==> src/rtl/cache_line_controller.sv <==
// Miss-handling FSM for a direct-mapped cache: hits, dirty-victim writeback, word-by-word fill, tag install.
// Optional event counters are enabled by defining CACHE_STATS_EN; otherwise stat_* are tied to 0.
module cache_line_controller #(
    parameter int unsigned LINE_WORDS = 4,
    parameter bit          READ_ONLY  = 1'b0
) (
    input  logic                          clk,
    input  logic                          reset,
    input  logic                          req_valid,
    input  logic                          req_we,
    input  logic                          hit,
    input  logic                          victim_dirty,
    input  logic                          mem_ack,
    output logic                          req_done,
    output logic                          busy,
    output logic                          clear_selected_valid_bit,
    output logic                          finish_new_line_install,
    output logic                          clear_selected_dirty_bit,
    output logic                          set_selected_dirty_bit,
    output logic                          mem_req_valid,
    output logic                          mem_we,
    output logic                          mem_addr_victim,
    output logic [$clog2(LINE_WORDS)-1:0] word_idx,
    output logic                          data_we,
    output logic                          data_fill_sel,
    output logic [31:0]                   stat_hits,
    output logic [31:0]                   stat_misses,
    output logic [31:0]                   stat_wbacks
);
    localparam int unsigned   IW       = $clog2(LINE_WORDS);
    localparam logic [IW-1:0] LAST_IDX = IW'(LINE_WORDS - 1);

    typedef enum logic [1:0] {
        S_IDLE,
        S_WRITEBACK,
        S_FILL,
        S_INSTALL
    } state_e;

    state_e        state_q, state_d;
    logic [IW-1:0] word_idx_q, word_idx_d;
    logic          dirty_miss, store_hit, last_word;

    // In an instruction cache the dirty bit and store flag are meaningless.
    assign dirty_miss = victim_dirty && !READ_ONLY;
    assign store_hit  = req_we && !READ_ONLY;
    assign last_word  = (word_idx_q == LAST_IDX);

    always_ff @(posedge clk) begin
        if (reset) begin
            state_q    <= S_IDLE;
            word_idx_q <= '0;
        end else begin
            state_q    <= state_d;
            word_idx_q <= word_idx_d;
        end
    end

    always_comb begin
        state_d    = state_q;
        word_idx_d = word_idx_q;
        unique case (state_q)
            S_IDLE: begin
                if (req_valid && !hit) begin
                    state_d    = dirty_miss ? S_WRITEBACK : S_FILL;
                    word_idx_d = '0;
                end
            end
            S_WRITEBACK: begin
                if (mem_ack) begin
                    word_idx_d = word_idx_q + IW'(1);
                    if (last_word) state_d = S_FILL;
                end
            end
            S_FILL: begin
                if (mem_ack) begin
                    word_idx_d = word_idx_q + IW'(1);
                    if (last_word) state_d = S_INSTALL;
                end
            end
            S_INSTALL: state_d = S_IDLE;
            default:   state_d = S_IDLE;
        endcase
    end

    always_comb begin
        req_done                 = 1'b0;
        clear_selected_valid_bit = 1'b0;
        finish_new_line_install  = 1'b0;
        clear_selected_dirty_bit = 1'b0;
        set_selected_dirty_bit   = 1'b0;
        mem_req_valid            = 1'b0;
        mem_we                   = 1'b0;
        mem_addr_victim          = 1'b0;
        data_we                  = 1'b0;
        data_fill_sel            = 1'b0;
        unique case (state_q)
            S_IDLE: begin
                if (req_valid && hit) begin
                    req_done               = 1'b1;
                    data_we                = store_hit;
                    set_selected_dirty_bit = store_hit;
                end else if (req_valid && !dirty_miss) begin
                    clear_selected_valid_bit = 1'b1;
                end
            end
            S_WRITEBACK: begin
                mem_req_valid   = 1'b1;
                mem_we          = 1'b1;
                mem_addr_victim = 1'b1;
                if (mem_ack && last_word) begin
                    clear_selected_valid_bit = 1'b1;
                    clear_selected_dirty_bit = !READ_ONLY;
                end
            end
            S_FILL: begin
                mem_req_valid = 1'b1;
                data_we       = mem_ack;
                data_fill_sel = mem_ack;
            end
            S_INSTALL: begin
                finish_new_line_install  = 1'b1;
                clear_selected_dirty_bit = !READ_ONLY;
            end
            default: ;
        endcase
    end

    assign busy     = (state_q != S_IDLE);
    assign word_idx = word_idx_q;

`ifdef CACHE_STATS_EN
    logic [31:0] hits_q, misses_q, wbacks_q;
    logic        miss_evt, wback_evt;

    assign miss_evt  = (state_q == S_IDLE) && (state_d != S_IDLE);
    assign wback_evt = (state_q == S_WRITEBACK) && (state_d == S_FILL);

    // Counters stick at all-ones rather than wrapping.
    always_ff @(posedge clk) begin
        if (reset) begin
            hits_q   <= '0;
            misses_q <= '0;
            wbacks_q <= '0;
        end else begin
            if (req_done && hits_q != '1)    hits_q   <= hits_q + 32'd1;
            if (miss_evt && misses_q != '1)  misses_q <= misses_q + 32'd1;
            if (wback_evt && wbacks_q != '1) wbacks_q <= wbacks_q + 32'd1;
        end
    end

    assign stat_hits   = hits_q;
    assign stat_misses = misses_q;
    assign stat_wbacks = wbacks_q;
`else
    assign stat_hits   = '0;
    assign stat_misses = '0;
    assign stat_wbacks = '0;
`endif

endmodule
==> config.mk <==
export PLATFORM = sky130hd
export DESIGN_NAME = cache_line_controller
export DESIGN_NICKNAME = d
export VERILOG_FILES = /design/src/rtl/cache_line_controller.sv
export SDC_FILE = /design/constraint.sdc
export NUM_CORES = 1
export LEC_CHECK = 0
export BUFFER_PORTS_ARGS = -buffer_cell sky130_fd_sc_hd__buf_2
export CORE_MARGIN = 2
export CORE_UTILIZATION = 23
export CTS_BUF_LIST = sky130_fd_sc_hd__clkbuf_4
export DETAILED_ROUTE_END_ITERATION = 6
export GPL_ROUTABILITY_DRIVEN = 0
export GPL_TIMING_DRIVEN = 1
export PLACE_DENSITY = 0.66
export SYNTH_ARGS = -nofsm -noshare
export SYNTH_HDL_FRONTEND = slang
export SYNTH_SLANG_ARGS = --single-unit
==> constraint.sdc <==
create_clock -name clk -period 1.7 [get_ports clk]
set_input_delay 0.34 -clock clk [delete_from_list [all_inputs] [get_ports clk]]
set_output_delay 0.34 -clock clk [all_outputs]
set_load 0.05 [all_outputs]
==> results.py, run 1 <==
metrics = {
    "power_and_ir_drop": {
        "internal_power_mw": 0.693,
        "sw_share_pct": 64.6,
        "total_leakage_power_nw": 0.660,
        "pwr-share-clk_pct": 5.9,
        "comb_power_share_pct": 84.5,
        "power_density_nw_per_um2": 1770,
        "switching_power_of_the_nets_mw": 1.26,
        "design_power_total_mw": 1.95,
        "peak_supply_drop_mv": 0.518,
        "p_seq_share_pct": 9.6,
    },
    "sta": {
        "finalSetupViolCount": 0,
        "largest_clock_skew_in_the_final_design_ns": 0.00345,
        "finalCritPeriodShare_pct": 99.0,
        "maxSlewViolCount": 0,
        "timing.hold.ws_ns": 0.313,
        "clock_period_minus_final_worst_setup_slack_ns": 1.68,
        "setup_slack_ns": 0.0169,
        "hold_viol": 0,
        "max_freq_mhz": 594,
        "finalSetupTns_ns": 0,
        "unrepaired_setup_endpoints_after_global_routing": "yes",
    },
    "hold_path": {
        "min_delay_worst_endpoint": "state_q[1]",
        "whs_path_depth": 2,
        "min_from": "reset",
        "min_path_type": "in2reg",
    },
    "job": {
        "max_cap_viol_count": 0,
    },
    "placement": {
        "dp_worst_setup_slack_ns": 0.0235,
        "place_hpwl_um": 1360,
        "portBuffers": 19,
        "dpl_cell_area_sq_um": 947,
        "dp.cells": 212,
    },
    "detailed_routing": {
        "detail_route.vias_per_cell": 2.90,
        "vias": 637,
        "remaining_drc_errors": 0,
        "wire_per_inst_um": 7.29,
        "drt-pass1-iter-count": 3,
        "drt-total-wl_um": 1600,
        "detail-route-antenna-nets": 0,
        "drt_iter0_markers": 19,
    },
    "finish": {
        "finalNetCount": 182,
        "final_layout_size_suffix_gt1_share_pct": 28.9,
        "final_core_util_pct": 23.5,
        "fin_area_sq_um": 1100,
        "combined_flip_flop_and_latch_cell_area_sq_um": 87.6,
        "area.growth.synth_to_final_pct": -1.23,
        "final_std_cells_w_o_fill": 220,
        "num_antenna_cells": 0,
        "multi_input_comb_area_sq_um": 733,
        "num-fill-cells": 516,
    },
    "clock_network": {
        "cts.hold.buffers_added": 0,
        "cts_tree": "built",
        "clkTransAtPathRegs_ns": 0.04,
        "clock_sinks": 4,
        "cts_root_buffer": "clkbuf_4",
        "htree_num_levels": 1,
        "cts-buffers-inserted": 3,
        "clock_path_buffers": 2,
        "clk_latency_ns": 0.23,
    },
    "setup_path": {
        "critical_r2r_launch": "state_q[0]",
        "rr_worst_depth": 7,
        "crit_path_cell_trace": "inv_6 -> ha_4 -> and4_4 -> or2_4 -> buf_8",
        "critical_path_buffer_and_inverter_count": 2,
        "crit_path_top_delay_cell": "dfxtp_4",
        "crit_type": "reg2out",
        "timing.reg2reg.setup_slack_ns": 0.16,
        "critPathMaxFanout": 4,
        "r2r-end": "state_q[0]",
        "cpLargestDelayFamily": "flip-flops",
        "crit_path_end_kind": "output pin",
        "worstPathRequired_ns": 1.36,
        "worstPathArrival_ns": 1.34,
        "crit_path_start_kind": "flip-flop",
        "timing.critical_path.slowest_cell_delay_ns": 0.39,
    },
    "synth": {
        "synth.cell_area_sq_um": 1120,
        "synth.lib_cells_used.distinct": 24,
        "avgSynthCellArea_sq_um": 8.03,
        "muxShareOfSynthArea_pct": 3.59,
        "post_synth_and_or_nand_nor_area_fraction_pct": 7.96,
        "yosys.area_share.xor_xnor_pct": 0,
        "combinational_family_with_the_most_area_after_synthesis": "buffers and inverters",
        "synth_fa_ha_area_share_pct": 7.85,
        "synthesis.yosys.warnings": 0,
        "syn_inst": 139,
        "seq_area_frac_synth_pct": 7.17,
        "synth_compound_area_share_pct": 6.84,
        "ys_seq_elements": 4,
    },
    "grt": {
        "number_of_antenna_violations_at_the_first_check_in_global_routing": 0,
        "grt_max_degree": 6,
        "grt_first_pass_wirelength_um": 2040,
        "grtUsageMet2_pct": 8.53,
        "grt_overflow_total": 0,
        "global_route.usage.met1_pct": 5.33,
        "grtUsageMet3_pct": 3.43,
        "track_usage_pct": 5.13,
        "vias_in_the_first_global_route": 451,
        "busiest_layer": "met2",
    },
    "floorplan": {
        "core_region_area_sq_um": 4690,
        "initial_core_util_pct": 23.8,
        "dieHeight_um": 73.7,
        "fp.dieArea_sq_um": 5430,
        "die_x_extent_um": 73.7,
        "placement_rows": 25,
        "io-pin-count": 116,
    },
    "status": {
        "status": "finished, final reports clean",
    },
}
-- Yosys cell counts, drive strengths merged --
cell type / n / share of area, %
a211oi: 3 / 3.1
nor2: 4 / 1.3
inv: 3 / 1.0
nand2: 2 / 0.67
ha: 7 / 7.8
a21oi: 1 / 0.78
mux2i: 4 / 3.6
and2: 2 / 1.2
buf: 97 / 65
o21ba: 2 / 1.8
or2: 1 / 0.56
conb: 1 / 0.34
o21ai: 1 / 0.45
nor2b: 1 / 0.56
nand2b: 2 / 1.8
and3: 1 / 0.56
dfxtp: 4 / 7.2
nand3: 1 / 0.45
and4: 1 / 0.78
o31ai: 1 / 0.67
-- how the worst max path moves through the flow --
stage	startpoint	endpoint	slack, ns	cells after the start
after floorplan	state_q[0]	data_we	0.04	4
after detailed placement	state_q[0]	data_we	0.02	5
after global placement	state_q[0]	data_we	0.06	5
after global routing	state_q[1]	data_we	-0.02	5
final	state_q[1]	data_we	0.02	5
after CTS	state_q[1]	data_we	-0.004	5
-- cell families after synthesis --
logic type,after synthesis
other,1
and+or+nand+nor,15
DFF,4
buffers and inverters,100
muxes,4
AOI/OAI and AO/OA,8
adders and majority gates,7
-- layout make-up --
class                   count  area share (%)
well taps                  54            6.13
repair buffers             26            15.4
flip-flops and latches      4            7.95
multi-input cells         130            66.5
clock buffers               3            2.04
inverters                   3            1.93
-- flip-flops by register name, summed over array words and instances (netlist names) --
name      flops
word_idx      2
state_q       2
-- routing by layer --
| layer | wire [um] | vias up | share of wire (%) |
|---|---|---|---|
| li1 | - | 299 | - |
| met1 | 582 | 273 | 36 |
| met2 | 766 | 65 | 48 |
| met3 | 256 | 0 | 16 |
| met4 | 0 | 0 | 0 |
| met5 | 0 | - | 0 |
-- placed cells by master, fill, tap and decap left out, drive strengths merged --
cell    count
conb       96
buf        26
ha          7
mux2i       4
nor2        4
dfxtp       4
clkbuf      3
inv         3
a211oi      3
nand2       2
nand2b      2
and2        2
o21ba       2
nand3       1
o31ai       1
and4        1
or2         1
and3        1
nor2b       1
a21oi       1
o21ai       1
-- repair_timing --
item | 4_1_cts | 5_1_grt
endpoints found under the hold margin | 0 | 0
gates resized for setup | 23 | 4
setup buffers | 5 | 0
pin swaps | 2 | 3
setup endpoints to repair | 7 | 2
-- power by group through the flow --
stage	Clock, mW	Combinational [mW]	Sequential (mW)
after global routing	0.128	1.76	0.192
after CTS	0.123	1.64	0.177
after global placement	0	1.43	0.157
final	0.115	1.65	0.188
after floorplan	0	1.38	0.186
after detailed placement	0	1.44	0.159
No activity file was read; power rests on OpenSTA's default activity.
==> run 2, diff against run 1 <==
--- a/config.mk
+++ b/config.mk
@@ -5,7 +5,7 @@
 export SDC_FILE = /design/constraint.sdc
 export NUM_CORES = 1
 export LEC_CHECK = 0
-export BUFFER_PORTS_ARGS = -buffer_cell sky130_fd_sc_hd__buf_2
+export BUFFER_PORTS_ARGS = -buffer_cell sky130_fd_sc_hd__clkbuf_2
 export CORE_MARGIN = 2
 export CORE_UTILIZATION = 23
 export CTS_BUF_LIST = sky130_fd_sc_hd__clkbuf_4
==> results.py, run 2 (synthesis gave the netlist of run 1 again) <==
metrics = {
    "clock_network": {
        "clock_path_buffers": 2,
        "cts_root_buffer": "clkbuf_4",
        "cts-buffers-inserted": 3,
        "clkTransAtPathRegs_ns": 0.04,
        "clk_latency_ns": 0.23,
        "clock_sinks": 4,
        "cts_tree": "built",
        "htree_num_levels": 1,
        "cts.hold.buffers_added": 0,
    },
    "finish": {
        "finalNetCount": 181,
        "num_antenna_cells": 0,
        "area.growth.synth_to_final_pct": -3.25,
        "final_cell_mix": "96 x conb_1, 15 x clkbuf_2, 6 x buf_4",
        "final_core_util_pct": 23.0,
        "most_frequent_standard_cell_in_the_layout_excluding_fill_and_tap_cells": "conb_1",
        "final_layout_size_suffix_gt1_share_pct": 27.9,
    },
    "setup_path": {
        "crit_type": "reg2out",
        "rr_worst_depth": 7,
        "critical_path_buffer_and_inverter_count": 2,
        "critPathMaxFanout": 4,
        "crit_path_start_kind": "flip-flop",
        "crit_path_cell_trace": "inv_4 -> ha_2 -> and4_4 -> or2_4 -> clkbuf_16",
        "timing.critical_path.from": "state_q[1]",
        "critical_r2r_launch": "state_q[0]",
        "worstPathRequired_ns": 1.36,
        "crit_path_end_kind": "output pin",
        "crit_path_top_delay_cell": "dfxtp_4",
        "worstPathArrival_ns": 1.39,
        "cpLargestDelayFamily": "simple AND/OR/NAND/NOR gates",
        "timing.critical_path.slowest_cell_delay_ns": 0.38,
        "timing.reg2reg.setup_slack_ns": 0.16,
        "r2r-end": "state_q[0]",
    },
    "sta": {
        "finalCritPeriodShare_pct": 102,
        "largest_clock_skew_in_the_final_design_ns": 0.000609,
        "clock_period_minus_final_worst_setup_slack_ns": 1.73,
        "unrepaired_setup_endpoints_after_global_routing": "yes",
        "finalSetupViolCount": 1,
        "setup_slack_ns": -0.0310,
        "hold_viol": 0,
        "max_freq_mhz": 578,
        "maxSlewViolCount": 0,
    },
    "detailed_routing": {
        "drt_iter0_markers": 5,
        "remaining_drc_errors": 0,
        "vias": 633,
        "wire_per_inst_um": 7.23,
        "detail_route.vias_per_cell": 2.89,
        "detail-route-antenna-nets": 0,
        "drt-total-wl_um": 1580,
        "drt-pass1-iter-count": 3,
    },
    "hold_path": {
        "whs_path_depth": 2,
        "min_path_type": "in2reg",
        "min_from": "reset",
        "min_delay_worst_endpoint": "state_q[1]",
    },
    "power_and_ir_drop": {
        "internal_power_mw": 0.642,
        "total_leakage_power_nw": 0.648,
        "power_density_nw_per_um2": 1740,
        "pwr-share-clk_pct": 6.2,
        "p_seq_share_pct": 9.5,
        "switching_power_of_the_nets_mw": 1.24,
        "comb_power_share_pct": 84.4,
        "design_power_total_mw": 1.88,
        "sw_share_pct": 65.8,
        "peak_supply_drop_mv": 0.620,
    },
    "floorplan": {
        "initial_core_util_pct": 23.8,
        "fp.dieArea_sq_um": 5430,
        "io-pin-count": 116,
        "dieHeight_um": 73.7,
        "placement_rows": 25,
        "core_region_area_sq_um": 4690,
        "die_x_extent_um": 73.7,
    },
    "grt": {
        "grt_max_degree": 6,
        "grt_first_pass_wirelength_um": 1930,
        "grt_overflow_total": 0,
        "number_of_antenna_violations_at_the_first_check_in_global_routing": 0,
        "track_usage_pct": 4.96,
        "vias_in_the_first_global_route": 399,
    },
    "placement": {
        "portBuffers": 19,
        "place_hpwl_um": 1360,
    },
    "status": {
        "status": "finished with violations",
        "failing_checks": "negative setup slack",
    },
    "job": {
        "max_cap_viol_count": 0,
    },
}
[run 2: final cells by class]
class,instances,area (sq um)
well taps,54,67.6
inverters,3,16.3
repair buffers,25,179
flip-flops and latches,4,85.1
multi-input cells,130,709
fillers,516,3610
clock buffers,3,22.5
[run 2: worst max path at each step]
stage	endpoint	slack, ns	cells after the start
3_3_place_gp	data_we	0.04	5
6_report	data_we	-0.03	5
5_1_grt	data_we	-0.07	5
2_1_floorplan	data_we	0.04	4
3_5_place_dp	data_we	0.01	5
4_1_cts	clear_selected_valid_bit	-0.03	5
[run 2: power groups by stage]
| stage | Combinational (mW) | Clock, mW | Sequential (mW) |
|---|---|---|---|
| 6_report | 1.58 | 0.116 | 0.178 |
| 4_1_cts | 1.56 | 0.124 | 0.177 |
| 3_3_place_gp | 1.43 | 0 | 0.158 |
| 5_1_grt | 1.68 | 0.130 | 0.183 |
| 3_5_place_dp | 1.44 | 0 | 0.161 |
| 2_1_floorplan | 1.38 | 0 | 0.186 |
[run 2: routing by layer]
layer / track usage, % / wire length (um)
met5: 0 / 0
met3: 3.57 / 245
met4: 0.606 / 0
met1: 5.90 / 591
met2: 7.44 / 746
[run 2: repair_timing]
item                                    4_1_cts  5_1_grt
endpoints found under the hold margin         0        0
gates resized for setup                      19        3
endpoints found under the setup margin        7        4
setup buffers                                 4        0
pin swaps                                     1        0
[run 2: metrics by stage]
step	hold WS [ns]	setup slack [ns]	TNS, ns	cell area [sq um]	std cells
floorplan	0.412	0.0419	0	1500	234
global placement	0.527	0.0361	0	947	212
detailed placement	0.529	0.00969	0	947	212
CTS	0.317	-0.0288	-0.0632	1070	219
global route	0.326	-0.0701	-0.138	1080	219
finish	0.319	-0.0310	-0.0310	1080	219
==> run 3, diff against run 2 <==
--- a/config.mk
+++ b/config.mk
@@ -6,13 +6,15 @@
 export NUM_CORES = 1
 export LEC_CHECK = 0
 export BUFFER_PORTS_ARGS = -buffer_cell sky130_fd_sc_hd__clkbuf_2
+export CELL_PAD_IN_SITES_DETAIL_PLACEMENT = 1
+export CELL_PAD_IN_SITES_GLOBAL_PLACEMENT = 2
 export CORE_MARGIN = 2
-export CORE_UTILIZATION = 23
+export CORE_UTILIZATION = 17
 export CTS_BUF_LIST = sky130_fd_sc_hd__clkbuf_4
 export DETAILED_ROUTE_END_ITERATION = 6
 export GPL_ROUTABILITY_DRIVEN = 0
 export GPL_TIMING_DRIVEN = 1
-export PLACE_DENSITY = 0.66
+export PLACE_DENSITY = 0.92
 export SYNTH_ARGS = -nofsm -noshare
 export SYNTH_HDL_FRONTEND = slang
 export SYNTH_SLANG_ARGS = --single-unit
==> results.py, run 3 (synthesis gave the netlist of run 1 again) <==
metrics = {
    "sta": {
        "hold_viol": 0,
        "maxSlewViolCount": 0,
        "unrepaired_setup_endpoints_after_global_routing": "yes",
        "finalSetupTns_ns": -0.0120,
        "largest_clock_skew_in_the_final_design_ns": 0.00500,
        "clock_period_minus_final_worst_setup_slack_ns": 1.71,
        "setup_slack_ns": -0.0120,
        "timing.hold.ws_ns": 0.311,
        "finalSetupViolCount": 1,
        "max_freq_mhz": 584,
        "finalCritPeriodShare_pct": 101,
    },
    "detailed_routing": {
        "drt_iter0_markers": 7,
        "detail-route-antenna-nets": 0,
        "remaining_drc_errors": 0,
        "vias": 649,
        "drt-pass1-iter-count": 3,
        "drt-total-wl_um": 1940,
        "wire_per_inst_um": 7.98,
        "detail_route.vias_per_cell": 2.67,
    },
    "hold_path": {
        "min_from": "reset",
        "whs_path_depth": 2,
        "min_delay_worst_endpoint": "state_q[1]",
        "min_path_type": "in2reg",
    },
    "setup_path": {
        "crit_path_start_kind": "flip-flop",
        "cpLargestDelayFamily": "flip-flops",
        "crit_path_cell_trace": "inv_6 -> ha_4 -> and4_4 -> or2_4 -> clkbuf_16",
        "timing.critical_path.slowest_cell_delay_ns": 0.38,
        "crit_path_end_kind": "output pin",
        "r2r-end": "state_q[0]",
        "rr_worst_depth": 7,
        "timing.reg2reg.setup_slack_ns": 0.15,
        "worstPathRequired_ns": 1.36,
        "worstPathArrival_ns": 1.37,
        "crit_type": "reg2out",
        "critPathMaxFanout": 3,
        "crit_path_top_delay_cell": "dfxtp_4",
        "critical_r2r_launch": "state_q[0]",
        "critical_path_buffer_and_inverter_count": 2,
    },
    "floorplan": {
        "io-pin-count": 116,
        "dieHeight_um": 85.0,
        "initial_core_util_pct": 17.6,
        "die_x_extent_um": 85.0,
        "core_region_area_sq_um": 6350,
        "placement_rows": 29,
        "fp.dieArea_sq_um": 7230,
    },
    "grt": {
        "track_usage_pct": 4.52,
        "grt_overflow_total": 0,
        "number_of_antenna_violations_at_the_first_check_in_global_routing": 0,
        "vias_in_the_first_global_route": 511,
        "grt_first_pass_wirelength_um": 2510,
        "grt_max_degree": 6,
    },
    "status": {
        "failing_checks": "negative setup slack",
        "status": "finished with violations",
    },
    "finish": {
        "num_antenna_cells": 0,
        "area.growth.synth_to_final_pct": 2.80,
        "most_frequent_standard_cell_in_the_layout_excluding_fill_and_tap_cells": "conb_1",
        "num-fill-cells": 784,
        "finalNetCount": 182,
        "combined_flip_flop_and_latch_cell_area_sq_um": 85.1,
        "multi_input_comb_area_sq_um": 738,
        "final_layout_size_suffix_gt1_share_pct": 28.3,
        "final_cell_mix": "96 x conb_1, 16 x clkbuf_2, 7 x buf_4",
    },
    "clock_network": {
        "clk_latency_ns": 0.24,
        "cts_tree": "built",
        "clock_path_buffers": 2,
        "clkTransAtPathRegs_ns": 0.04,
        "cts-buffers-inserted": 3,
        "clock_sinks": 4,
        "htree_num_levels": 1,
        "cts_root_buffer": "clkbuf_4",
    },
    "power_and_ir_drop": {
        "total_leakage_power_nw": 0.658,
        "power_density_nw_per_um2": 1740,
        "design_power_total_mw": 2.00,
        "peak_supply_drop_mv": 0.714,
    },
    "placement": {
        "dp_worst_setup_slack_ns": 0.0476,
        "place_hpwl_um": 1610,
        "portBuffers": 19,
    },
    "job": {
        "max_cap_viol_count": 0,
    },
}
## run 3: report_power, final
group / switching (mW) / leakage [nW] / internal [mW]
clock network: 0.0419 / 0.0138 / 0.0792
registers: 0.0413 / 0.0337 / 0.134
logic: 1.20 / 0.610 / 0.505
## run 3: layout make-up
class	count	share of cell area, %
multi-input cells	130	64.3
repair buffers	26	16.2
well taps	77	8.40
flip-flops and latches	4	7.42
clock buffers	3	1.96
inverters	3	1.64
## run 3: what timing repair did
item,in CTS,in global routing
cloned,0,0
buffers inserted,4,0
hold buffers,0,0
pin swaps,1,0
resized for setup,24,2
endpoints found under the setup margin,6,3
## run 3: routing by layer
layer	share of wire (%)	track usage [%]
met5	0	0
met4	3.0	2.89
met3	16	2.24
met2	52	8.10
met1	28	3.98
## run 3: worst max-delay path by stage
stage                     startpoint                        to  cells after the start
final                     state_q[1]                   data_we                      5
after CTS                 state_q[1]                   data_we                      5
after global placement    state_q[1]                   data_we                      5
after detailed placement  state_q[0]  clear_selected_valid_bit                      5
after floorplan           state_q[0]                   data_we                      4
after global routing      state_q[1]                   data_we                      5
## run 3: per-stage QoR
stage	std cells	utilization, %	area [sq um]
finish	243	18.1	1150
detailed placement	236	15.5	983
CTS	243	17.9	1140
floorplan	234	-	1500
global placement	236	15.5	983
global route	243	18.1	1150
